**src/rtl/imm_encoder.sv**
```systemverilog
// Two-stage ld/addi/sd/beq instruction encoder with valid/ready on both sides.
// S1 latches the request and its range check; S2 holds the packed word.
module imm_encoder #(
  parameter int CNT_W = 16
) (
  input  logic             clk,
  input  logic             reset,
  input  logic             in_valid,
  output logic             in_ready,
  input  logic [1:0]       in_op,
  input  logic [4:0]       in_rd,
  input  logic [4:0]       in_rs1,
  input  logic [4:0]       in_rs2,
  input  logic [63:0]      in_imm,
  output logic             out_valid,
  input  logic             out_ready,
  output logic [31:0]      out_instr,
  output logic             out_err,
  output logic [CNT_W-1:0] enc_cnt,
  output logic [CNT_W-1:0] err_cnt
);

  localparam logic [1:0]  OP_LD = 2'd0, OP_ADDI = 2'd1, OP_SD = 2'd2, OP_BEQ = 2'd3;
  localparam logic [31:0] NOP   = 32'h0000_0013;

  typedef struct packed {
    logic [1:0]  op;
    logic [4:0]  rd;
    logic [4:0]  rs1;
    logic [4:0]  rs2;
    logic [12:0] imm;
    logic        legal;
  } s1_t;

  s1_t         s1_d, s1_q;
  logic [1:0]  vld_pipe_q;   // [0]=S1 valid, [1]=S2 valid (out_valid)
  logic [31:0] instr_d, instr_q;
  logic        err_q;
  logic [CNT_W-1:0] enc_cnt_q, err_cnt_q;
  logic        adv, hs_out, hi11_same, hi12_same;

  assign out_valid = vld_pipe_q[1];
  assign adv       = !out_valid | out_ready;
  assign in_ready  = adv;
  assign hs_out    = out_valid & out_ready;

  // Sign-extension check: all upper bits equal the sign bit of the field
  assign hi11_same = (&in_imm[63:11]) | ~(|in_imm[63:11]);
  assign hi12_same = (&in_imm[63:12]) | ~(|in_imm[63:12]);

  always_comb begin
    s1_d.op    = in_op;
    s1_d.rd    = in_rd;
    s1_d.rs1   = in_rs1;
    s1_d.rs2   = in_rs2;
    s1_d.imm   = in_imm[12:0];
    s1_d.legal = (in_op == OP_BEQ) ? (hi12_same & ~in_imm[0]) : hi11_same;
  end

  always_ff @(posedge clk or posedge reset) begin
    if (reset) begin
      vld_pipe_q <= '0;
      s1_q       <= '0;
    end else if (adv) begin
      vld_pipe_q <= {vld_pipe_q[0], in_valid};
      s1_q       <= s1_d;
    end
  end

  always_comb begin
    instr_d = NOP;
    if (s1_q.legal) begin
      unique case (s1_q.op)
        OP_LD:   instr_d = {s1_q.imm[11:0], s1_q.rs1, 3'b011, s1_q.rd, 7'b0000011};
        OP_ADDI: instr_d = {s1_q.imm[11:0], s1_q.rs1, 3'b000, s1_q.rd, 7'b0010011};
        OP_SD:   instr_d = {s1_q.imm[11:5], s1_q.rs2, s1_q.rs1, 3'b011,
                            s1_q.imm[4:0], 7'b0100011};
        OP_BEQ:  instr_d = {s1_q.imm[12], s1_q.imm[10:5], s1_q.rs2, s1_q.rs1, 3'b000,
                            s1_q.imm[4:1], s1_q.imm[11], 7'b1100011};
        default: instr_d = NOP;
      endcase
    end
  end

  always_ff @(posedge clk or posedge reset) begin
    if (reset) begin
      instr_q <= '0;
      err_q   <= 1'b0;
    end else if (adv) begin
      instr_q <= instr_d;
      err_q   <= ~s1_q.legal;
    end
  end

  assign out_instr = instr_q;
  assign out_err   = err_q;

  always_ff @(posedge clk or posedge reset) begin
    if (reset) begin
      enc_cnt_q <= '0;
      err_cnt_q <= '0;
    end else if (hs_out) begin
      if (enc_cnt_q != {CNT_W{1'b1}})          enc_cnt_q <= enc_cnt_q + 1'b1;
      if (err_q && err_cnt_q != {CNT_W{1'b1}}) err_cnt_q <= err_cnt_q + 1'b1;
    end
  end

  assign enc_cnt = enc_cnt_q;
  assign err_cnt = err_cnt_q;

endmodule

```
**config.mk**
```make
export PLATFORM = sky130hd
export DESIGN_NAME = imm_encoder
export DESIGN_NICKNAME = d
export VERILOG_FILES = /design/src/rtl/imm_encoder.sv
export SDC_FILE = /design/constraint.sdc
export NUM_CORES = 1
export LEC_CHECK = 0
export BUFFER_PORTS_ARGS = -buffer_cell sky130_fd_sc_hd__buf_2
export CAP_MARGIN = 30
export CORE_MARGIN = 1
export CORE_UTILIZATION = 40
export CTS_BUF_LIST = sky130_fd_sc_hd__clkbuf_8
export CTS_CLUSTER_DIAMETER = 80
export CTS_CLUSTER_SIZE = 10
export DETAILED_ROUTE_END_ITERATION = 10
export GPL_ROUTABILITY_DRIVEN = 0
export HOLD_SLACK_MARGIN = 0.1
export MAX_ROUTING_LAYER = met4
export PLACE_DENSITY = 0.63
export SLEW_MARGIN = 20
export SYNTH_ARGS = -nofsm -noshare
export SYNTH_HDL_FRONTEND = slang
export SYNTH_SLANG_ARGS = --single-unit
```
**constraint.sdc**
```tcl
create_clock -name clk -period 6.7 [get_ports clk]
set_clock_uncertainty 0.15 [all_clocks]
set_input_delay 0.67 -clock clk [delete_from_list [all_inputs] [get_ports clk]]
set_output_delay 0.67 -clock clk [all_outputs]
set_load 0.005 [all_outputs]
```
==> results by group <==
GRT
  • GRT overflow: 0
  • First-pass GRT wire length: 16.97 mm
  • Vias in the first global route: 3501
  • All-Layer GR Usage: 19.82%
  • Initial antenna violation count: 0
  • Largest net degree at the start of global routing: 62

Clocking
  • Skew-Pair Late Insertion Delay: 0.34 ns
  • CTS Sinks: 93
  • Cts bufs inserted: 9
  • Htree depth: 3
  • Hold-fix buffers at CTS: 0
  • Clock Pin Slew Worst Setup and Hold Paths: around 0.090 ns
  • CTS max path bufs: 2
  • CTS tree: done
  • Setup Fix Bufs, Post-CTS: 0
  • CTS resizes: 0
  • Root Buffer: clkbuf_8

Floorplanning
  • Die area: 11150 um^2
  • Area of the core: 10370 um^2
  • Die W: between 100 and 150 um
  • # rows: 37
  • Starting Density: approximately two fifths
  • Height of the die: 105.6 um
  • IO Pins: 152

STA
  • Slew HR: 44.28%
  • Max Freq: 0.3229 GHz
  • Fin. Hold Viols: 0
  • Final Critical Period: between 3 and 4 ns
  • Final critical-path share of the clock period: between 40% and 50%
  • RSZ-0062 raised after global routing: no
  • Fin. max-slew vios: 0
  • WHS: approximately 0.16 ns
  • Final setup fails: 0
  • Worst-Margin Slew: 0.8346 ns
  • Setup TNS: 0 ns

Synthesis
  • Seq/Total Area, Yosys: 54.23%
  • #FFs+latches synth: 93
  • Yosys warns: 0
  • Synth unique cells: 47
  • Asr flop ratio synth: 100.0%
  • Netlist Area Pre-Place: 4292 um^2
  • Post-synthesis cell count: 447
  • Syn_area_per_cell: 9.601 um^2
  • Post-synth EDFFs: 0
  • Prevailing post-synth register cell: dfrtp_1

Outcome
  • Status: complete, no violations

Finish
  • Nets: ~670
  • Fillers: 1029
  • N_diodes: 0
  • Layout cell share with drive strength beyond 1: 30.17%
  • Syn-to-layout area delta: 23.88%

Power and ir drop
  • Power per cell area: 247.5 nW/um^2
  • Leak Pwr: 0.002814 uW
  • Overall power: 1316 uW
  • Worst vdd ir: 0.0001048 V

Detailed routing
  • Wire length per cell: 14.20 um
  • Post-route ant nets: 0
  • Iteration-0 DRC Markers: 182
  • Detailed Route WL: 10.31 mm
  • First drt pass iteration count: 4
  • Vias: between 3000 and 4000
  • # DRC: 0
  • Via/cell ratio: between 5 and 6

Critical path
  • CP Class: reg2out
  • Startpoint Class: flop
  • Critical Path AT: 2.28 ns
  • CP Data Required Time: 5.88 ns
  • CP Max Fanout: 60
  • CP endpoint kind: output port

Place
  • PortBufs: approximately 150
  • HPWL Detailed: 7.498 mm

Hold path
  • HP Class: in2async

Run
  • Max Cap Violations: 0
cell type report:
cell class              count  area (um^2)  area share (%)
well taps                 136        170.2           3.201
clock inverters             5        76.32           1.436
repair buffers            150        755.7           14.22
inverters                   5        21.27          0.4001
flip-flops and latches     93         2327           43.77
clock buffers              10        137.6           2.589
multi-input cells         327         1828           34.38
worst max-delay path: stages (launching register included):
cell	delay [ns]
dfrtp_1	0.47
nor2b_4	0.18
buf_4	0.49
inv_2	0.50
buf_2	0.27
kinds of logic (layout without fill, tap and decap cells):
| group | Yosys count | after routing | share of synthesized area [%] |
|---|---|---|---|
| AOI/OAI and AO/OA | 28 | 28 | 4.227 |
| xor gates and xnor gates | 27 | 27 | 5.510 |
| adders and majority gates | 2 | 2 | 0.5830 |
| buffers and inverters | 29 | 170 | 3.528 |
| DFF | 93 | 93 | 54.23 |
| muxes | 14 | 14 | 3.324 |
| other | 1 | 3 | 0.08738 |
| and+or+nand+nor | 253 | 253 | 28.51 |
layer usage:
layer / vias up / part of all wire, % / global-route usage, %
met5: - / 0 / -
met4: 0 / 0.67 / 5.060
met3: 5 / 5.0 / 4.082
met2: 124 / 49 / 32.57
met1: 1767 / 45 / 25.14
li1: 1819 / - / -
stage by stage:
stage / setup WS, ns / cells / utilization (%) / instance area (um^2)
final: 3.603 / 726 / 51.27 / 5316
after global routing: 3.382 / 726 / 51.27 / 5316
after CTS: 3.568 / 726 / 51.27 / 5316
after detailed placement: 3.647 / 711 / 49.20 / 5102
after global placement: 3.674 / 711 / 49.20 / 5102
after floorplan: 3.460 / 449 / - / 4299
final timing paths:
path                          startpoint  slack [ns]       endpoint  cells past startpoint
max                        vld_pipe_q[1]        3.60       in_ready                      4
min                                reset        0.16     err_cnt[4]                      2
max reg2reg                vld_pipe_q[1]        4.07        s1_q[0]                      6
min reg2reg                     s1_q[24]        0.32       s1_q[24]                      2
max in group asynchronous          reset        5.13  out_instr[19]                      3
min in group clk                s1_q[24]        0.32       s1_q[24]                      2
state kept, by name, indices dropped and copies added, names as in the netlist:
signal	cells
vld_pipe_q	2
s1_q	31
out_err	1
err_cnt	16
out_instr	27
enc_cnt	16
report_power, final:
group	total, uW	switching [uW]	internal [uW]
combinational	216	115	101
clock	405	188	217
sequential	695	72.7	622
total	1320	376	940
cells in the mapped netlist (all sizes together) (4+ instances only):
library cell / count / share of area, %
a31oi: 4 / 0.58
buf: 14 / 2.2
clkbuf: 10 / 0.87
dfrtp: 93 / 54
inv: 5 / 0.44
mux2i: 12 / 2.8
nand2: 142 / 12
nand3: 24 / 2.8
nand4: 28 / 4.4
nor2: 9 / 0.85
nor3: 8 / 1.0
nor4: 25 / 4.0
o21ai: 12 / 1.4
xnor2: 9 / 1.8
xor2: 18 / 3.7
cell usage in the layout (no fill, tap or decap), drive strengths merged, types with 2 or more instances in the layout:
cell type / count
nand2b: 3
xnor2: 9
buf: 150
a211oi: 2
xor2: 18
nor2: 9
and3: 3
mux2i: 12
ha: 2
nand4: 28
nor3: 8
nand2: 142
bufinv: 2
or4: 2
and4: 2
a31oi: 4
a21oi: 2
o211ai: 2
dfrtp: 93
mux2: 2
conb: 3
o21ai: 12
clkbuf: 10
nand3: 24
nor4: 25
or3: 2
inv: 6
nand3b: 2
Note: power is estimated with default switching activity, not from simulation.
